--- src/rtl/mem_port_arbiter.sv ---
// mem_port_arbiter
// Shares a single memory port between the instruction fetch unit and the
// load/store unit. Only one transaction is in flight at a time. Requests
// use valid/ready handshakes and responses are single-cycle pulses routed
// back to whichever requester owns the current transaction.
module mem_port_arbiter #(
    parameter int ADDR_WIDTH = 32,
    parameter int DATA_WIDTH = 32
) (
    input  logic                    clk,
    input  logic                    rst,

    // instruction fetch requester
    input  logic                    ifu_req_valid,
    output logic                    ifu_req_ready,
    input  logic [ADDR_WIDTH-1:0]   ifu_addr,
    output logic                    ifu_resp_valid,
    output logic [DATA_WIDTH-1:0]   ifu_rdata,

    // load/store requester
    input  logic                    lsu_req_valid,
    output logic                    lsu_req_ready,
    input  logic [ADDR_WIDTH-1:0]   lsu_addr,
    input  logic                    lsu_wen,
    input  logic [DATA_WIDTH-1:0]   lsu_wdata,
    input  logic [DATA_WIDTH/8-1:0] lsu_wmask,
    output logic                    lsu_resp_valid,
    output logic [DATA_WIDTH-1:0]   lsu_rdata,

    // shared memory port
    output logic                    mem_req_valid,
    input  logic                    mem_req_ready,
    output logic [ADDR_WIDTH-1:0]   mem_addr,
    output logic                    mem_wen,
    output logic [DATA_WIDTH-1:0]   mem_wdata,
    output logic [DATA_WIDTH/8-1:0] mem_wmask,
    input  logic                    mem_resp_valid,
    input  logic [DATA_WIDTH-1:0]   mem_rdata,

    output logic                    busy
);

    localparam int MASK_WIDTH = DATA_WIDTH / 8;

    localparam logic OWNER_IFU = 1'b0;
    localparam logic OWNER_LSU = 1'b1;

    typedef enum logic [1:0] {
        IDLE = 2'd0,
        REQ  = 2'd1,
        WAIT = 2'd2
    } state_t;

    state_t                  state_reg;
    state_t                  state_next;
    logic                    owner_reg;
    logic                    owner_next;
    logic [ADDR_WIDTH-1:0]   addr_reg;
    logic [ADDR_WIDTH-1:0]   addr_next;
    logic                    wen_reg;
    logic                    wen_next;
    logic [DATA_WIDTH-1:0]   wdata_reg;
    logic [DATA_WIDTH-1:0]   wdata_next;
    logic [MASK_WIDTH-1:0]   wmask_reg;
    logic [MASK_WIDTH-1:0]   wmask_next;

    logic                    grant_lsu;
    logic                    grant_ifu;
    logic                    accept;
    logic                    resp_fire;

    // Fixed-priority grant in IDLE: the core is stalled on the LSU, so it wins.
    // Reset gates the grants so no ready is visible while rst is high.
    always_comb begin
        grant_lsu = (state_reg == IDLE) && lsu_req_valid && !rst;
        grant_ifu = (state_reg == IDLE) && ifu_req_valid && !lsu_req_valid && !rst;
        accept    = grant_lsu || grant_ifu;
        resp_fire = (state_reg == WAIT) && mem_resp_valid;
    end

    // State register; reset drops any transaction in flight.
    always_ff @(posedge clk or posedge rst) begin
        if (rst) begin
            state_reg <= IDLE;
        end else begin
            state_reg <= state_next;
        end
    end

    // Next-state logic: responses outside WAIT are stale and ignored.
    always_comb begin
        state_next = state_reg;
        case (state_reg)
            IDLE: begin
                if (accept) begin
                    state_next = REQ;
                end
            end
            REQ: begin
                if (mem_req_ready) begin
                    state_next = WAIT;
                end
            end
            WAIT: begin
                if (mem_resp_valid) begin
                    state_next = IDLE;
                end
            end
            default: begin
                state_next = IDLE;
            end
        endcase
    end

    // Capture the winner's command; an IFU fetch is always a full-word read.
    always_comb begin
        owner_next = owner_reg;
        addr_next  = addr_reg;
        wen_next   = wen_reg;
        if (grant_lsu) begin
            owner_next = OWNER_LSU;
            addr_next  = lsu_addr;
            wen_next   = lsu_wen;
        end else if (grant_ifu) begin
            owner_next = OWNER_IFU;
            addr_next  = ifu_addr;
            wen_next   = 1'b0;
        end
    end

    // Per-byte-lane capture of store data and byte enables.
    generate
        for (genvar gi = 0; gi < MASK_WIDTH; gi++) begin : g_lane
            always_comb begin
                wdata_next[gi*8 +: 8] = wdata_reg[gi*8 +: 8];
                wmask_next[gi]        = wmask_reg[gi];
                if (grant_lsu) begin
                    wdata_next[gi*8 +: 8] = lsu_wdata[gi*8 +: 8];
                    wmask_next[gi]        = lsu_wmask[gi];
                end else if (grant_ifu) begin
                    wdata_next[gi*8 +: 8] = 8'h00;
                    wmask_next[gi]        = 1'b0;
                end
            end
        end
    endgenerate

    // Command latches hold mem_* stable from accept until the next grant.
    always_ff @(posedge clk or posedge rst) begin
        if (rst) begin
            owner_reg <= OWNER_IFU;
            addr_reg  <= '0;
            wen_reg   <= 1'b0;
            wdata_reg <= '0;
            wmask_reg <= '0;
        end else begin
            owner_reg <= owner_next;
            addr_reg  <= addr_next;
            wen_reg   <= wen_next;
            wdata_reg <= wdata_next;
            wmask_reg <= wmask_next;
        end
    end

    // Outputs: handshakes, memory command and the owner-routed response pulse.
    always_comb begin
        ifu_req_ready  = grant_ifu;
        lsu_req_ready  = grant_lsu;
        mem_req_valid  = (state_reg == REQ);
        mem_addr       = addr_reg;
        mem_wen        = wen_reg;
        mem_wdata      = wdata_reg;
        mem_wmask      = wmask_reg;
        busy           = (state_reg != IDLE);
        ifu_resp_valid = 1'b0;
        ifu_rdata      = '0;
        lsu_resp_valid = 1'b0;
        lsu_rdata      = '0;
        if (resp_fire) begin
            if (owner_reg == OWNER_LSU) begin
                lsu_resp_valid = 1'b1;
                lsu_rdata      = mem_rdata;
            end else begin
                ifu_resp_valid = 1'b1;
                ifu_rdata      = mem_rdata;
            end
        end
    end

endmodule

--- config.mk ---
export PLATFORM = sky130hd
export DESIGN_NAME = mem_port_arbiter
export DESIGN_NICKNAME = d
export VERILOG_FILES = /design/src/rtl/mem_port_arbiter.sv
export SDC_FILE = /design/constraint.sdc
export NUM_CORES = 1
export LEC_CHECK = 0
export CORE_AREA = 5 5 106 108
export CTS_CLUSTER_SIZE = 12
export DETAILED_ROUTE_END_ITERATION = 8
export DIE_AREA = 0 0 111 113
export DONT_BUFFER_PORTS = 1
export GPL_TIMING_DRIVEN = 1
export MAX_ROUTING_LAYER = met4
export PLACE_DENSITY = 0.55
export SLEW_MARGIN = 20
export SYNTH_ARGS = -nofsm -noshare
export SYNTH_HDL_FRONTEND = slang
export SYNTH_SLANG_ARGS = --single-unit
export TNS_END_PERCENT = 20
--- constraint.sdc ---
create_clock -name clk -period 2.8 [get_ports clk]
set_clock_uncertainty 0.15 [all_clocks]
set_input_delay 0.84 -clock clk [delete_from_list [all_inputs] [get_ports clk]]
set_output_delay 0.84 -clock clk [all_outputs]
set_load 0.1 [all_outputs]
==> impl_metrics.ini, run 1 <==
[critical_path]
cp.depth = 4
crit_path_cell_trace = buf_4 > or4b_4 > nor2_4 > buf_12
required_ns = 1.81
crit_path_start_kind = flop
timing.rr.end = mem_addr[16]$_DFFE_PP0P_
r2r_cells = 5
cp_top_family = simple AND/OR/NAND/NOR gates
cp-endpoint = ifu_req_ready
rr_startpoint = state_reg[1]$_DFFE_PP0P_
critPathKind = flop to output port
crit_arrival_ns = 1.76
crit_fanout = 4
r2r_slack_ns = 0.67
cp-end-kind = output port
crit_slowest_cell = or4b_4
cp_num_buf_inv = 2
startpoint = state_reg[1]$_DFFE_PP0P_
slowest_delay_ns = 0.55

[clock_tree]
clock_sinks = 72
cts_root_buf = clkbuf_8
htree_levels = 3
cts_made_buffers = 9
clkTransAtPathRegs_ns = 0.07
clock_latency_ns = 0.32
cts.path.max_buffers = 2
hold_buffers = 0
cts_tree = done

[yosys]
synth_area_leaders = dfrtp_1, and2_1, o221a_2, a22o_1, or3_1
ys_ff_latch = 72
synth_cell_types = 20
ys_async_sr_fraction_pct = 100.0
syn_inst = 282
yosys_warnings = 0
netlist_area_mm2 = 0.003308
synthFlopType = dfrtp_1
synth_fp_nets = 421
yosysTopAreaCell = dfrtp_1
yosysSeqAreaShare_pct = 54.46
yosysTopAreaCellShare_pct = 54.46
synth_edf_count = 0
synth_area_per_cell_um2 = 11.73

[floorplan]
ios = 278
die_h_um = 113
die-area_mm2 = 0.01254
die_x_um = 111
core_mm2 = 0.01014
start_util_pct = 32.63
rows = 37

[drt]
first_pass_iters = 5
drt_iter0_drc = 134
drcViolationCount = 0
wl_per_cell_um = 21.08
routed_wl_um = 11260
post_drt_via_cell_ratio = 5.320
antenna_left = 0
num_vias = 2841

[placed_design]
port_buffers = 0
gp_congestion = 0.7674
post-dp-hpwl_um = 8803

[sta]
fin_crit_ns = 2.749
hold_viol = 0
rsz0062_at_grt = yes
setup_viol = 0
min_period_over_period_pct = 98.17
slew_headroom_pct = 64.32
maxSlewViolCount = 0
worst_slew_pin_slew_ns = 0.5384
setup_tns_ns = 0
fmax_mhz = 363.8

[global_route]
antenna_found_initial = 1
grt_pass1_wl_um = 17860
grt_pass1_vias = 3184
grt_max_degree = 73
overflow = 0
grt_util_all_layers_pct = 18.20

[layout]
layout.nets = 531
layout-drive-gt1-share_pct = 56.31
areaGrowthSynthToFinish_pct = 56.92
fillers = 896

[flow_run]
drv_cap = 0

[status]
status = completed

[min_path]
hp-class = input pin to asynchronous set/reset pin
## placed cells by master (no fill, tap or decap), types with 2 or more instances in the layout
cell type,count
buf_4,82
a22o_1,37
diode_2,2
o221a_2,32
nand2_1,3
dfrtp_1,72
or3_1,32
clkbuf_8,10
inv_2,2
and2_4,29
clkinv_2,2
buf_12,43
and2_1,23
and2_2,12
## stage by stage
stage	std cells	hold WS [ns]	utilization (%)	setup slack (ns)	instance area, µm²
floorplan	282	0.3336	-	-0.2547	3421
CTS	532	0.3368	51.03	0.01433	5174
finish	534	0.3149	51.20	0.05120	5191
global route	534	0.3394	51.20	-0.03767	5191
global placement	513	0.3349	48.57	0.1863	4925
detailed placement	513	0.3324	48.57	0.1696	4925
## cell families after synthesis
kind of cell           synth area share [%]
AOI/OAI and AO/OA                     21.48
buffers and inverters                 3.782
DFF                                   54.46
and+or+nand+nor                       20.27
## layout make-up
cell class	count	area [µm²]	area share (%)
diodes	2	5.005	0.09641
flip-flops and latches	72	1802	34.71
multi-input cells	180	1500	28.90
repair buffers	126	1509	29.07
inverters	3	11.26	0.2169
well taps	136	170.2	3.278
clock inverters	5	56.30	1.085
clock buffers	10	137.6	2.651
## worst min path at each step
stage                               from                   endpoint  slack, ns  cells past startpoint
2_1_floorplan      owner_reg$_DFFE_PP0P_      owner_reg$_DFFE_PP0P_       0.33                      2
4_1_cts                              rst  mem_wdata[25]$_DFFE_PP0P_       0.34                      2
3_5_place_dp   mem_wdata[16]$_DFFE_PP0P_  mem_wdata[16]$_DFFE_PP0P_       0.33                      1
5_1_grt                              rst    mem_addr[6]$_DFFE_PP0P_       0.34                      2
3_3_place_gp   mem_wdata[16]$_DFFE_PP0P_  mem_wdata[16]$_DFFE_PP0P_       0.33                      1
6_report                             rst   mem_addr[29]$_DFFE_PP0P_       0.31                      2
## layer usage
| metal | part of all wire, % | GRT usage, % | up-vias |
|---|---|---|---|
| met4 | 2.2 | 5.829 | 0 |
| met1 | 36 | 18.88 | 1377 |
| met5 | 0 | - | - |
| met3 | 9.7 | 6.417 | 20 |
| li1 | - | - | 1260 |
| met2 | 52 | 32.40 | 184 |
## cell usage after synthesis (all sizes together) (2+ instances only)
library cell	number
o21ai	2
and2	64
o221a	32
nand2	3
dfrtp	72
clkbuf	18
nand2b	2
buf	9
or3	32
inv	3
a22o	37
## worst reg2reg max path: cells and delay by family (launching register included)
kind                   cells  cell delay (ns)
flip-flops                 1             0.43
AO/OA/AOI/OAI              1             0.14
AND/OR/NAND/NOR            2             0.92
buffers and inverters      2             0.40
## timing repair
item / in CTS / in global routing
buffers inserted: 3 / 0
resized for setup: 0 / 3
hold endpoints to repair: 0 / 0
cloned: 1 / 0
pin swaps: 1 / 19
endpoints found under the setup margin: 8 / 33
Power of run 1 is left out: the tool's default activity adds up to more than one toggle a clock period on the data nets, which glitch-free logic cannot reach.
==> inputs of run 2 (changes only) <==
Settings changed: HOLD_SLACK_MARGIN set to 0.08.
==> results of run 2 <==
Same layout as run 1: the final DEF is identical, and so are final timing and power.
Power of run 2 is left out for the same reason.
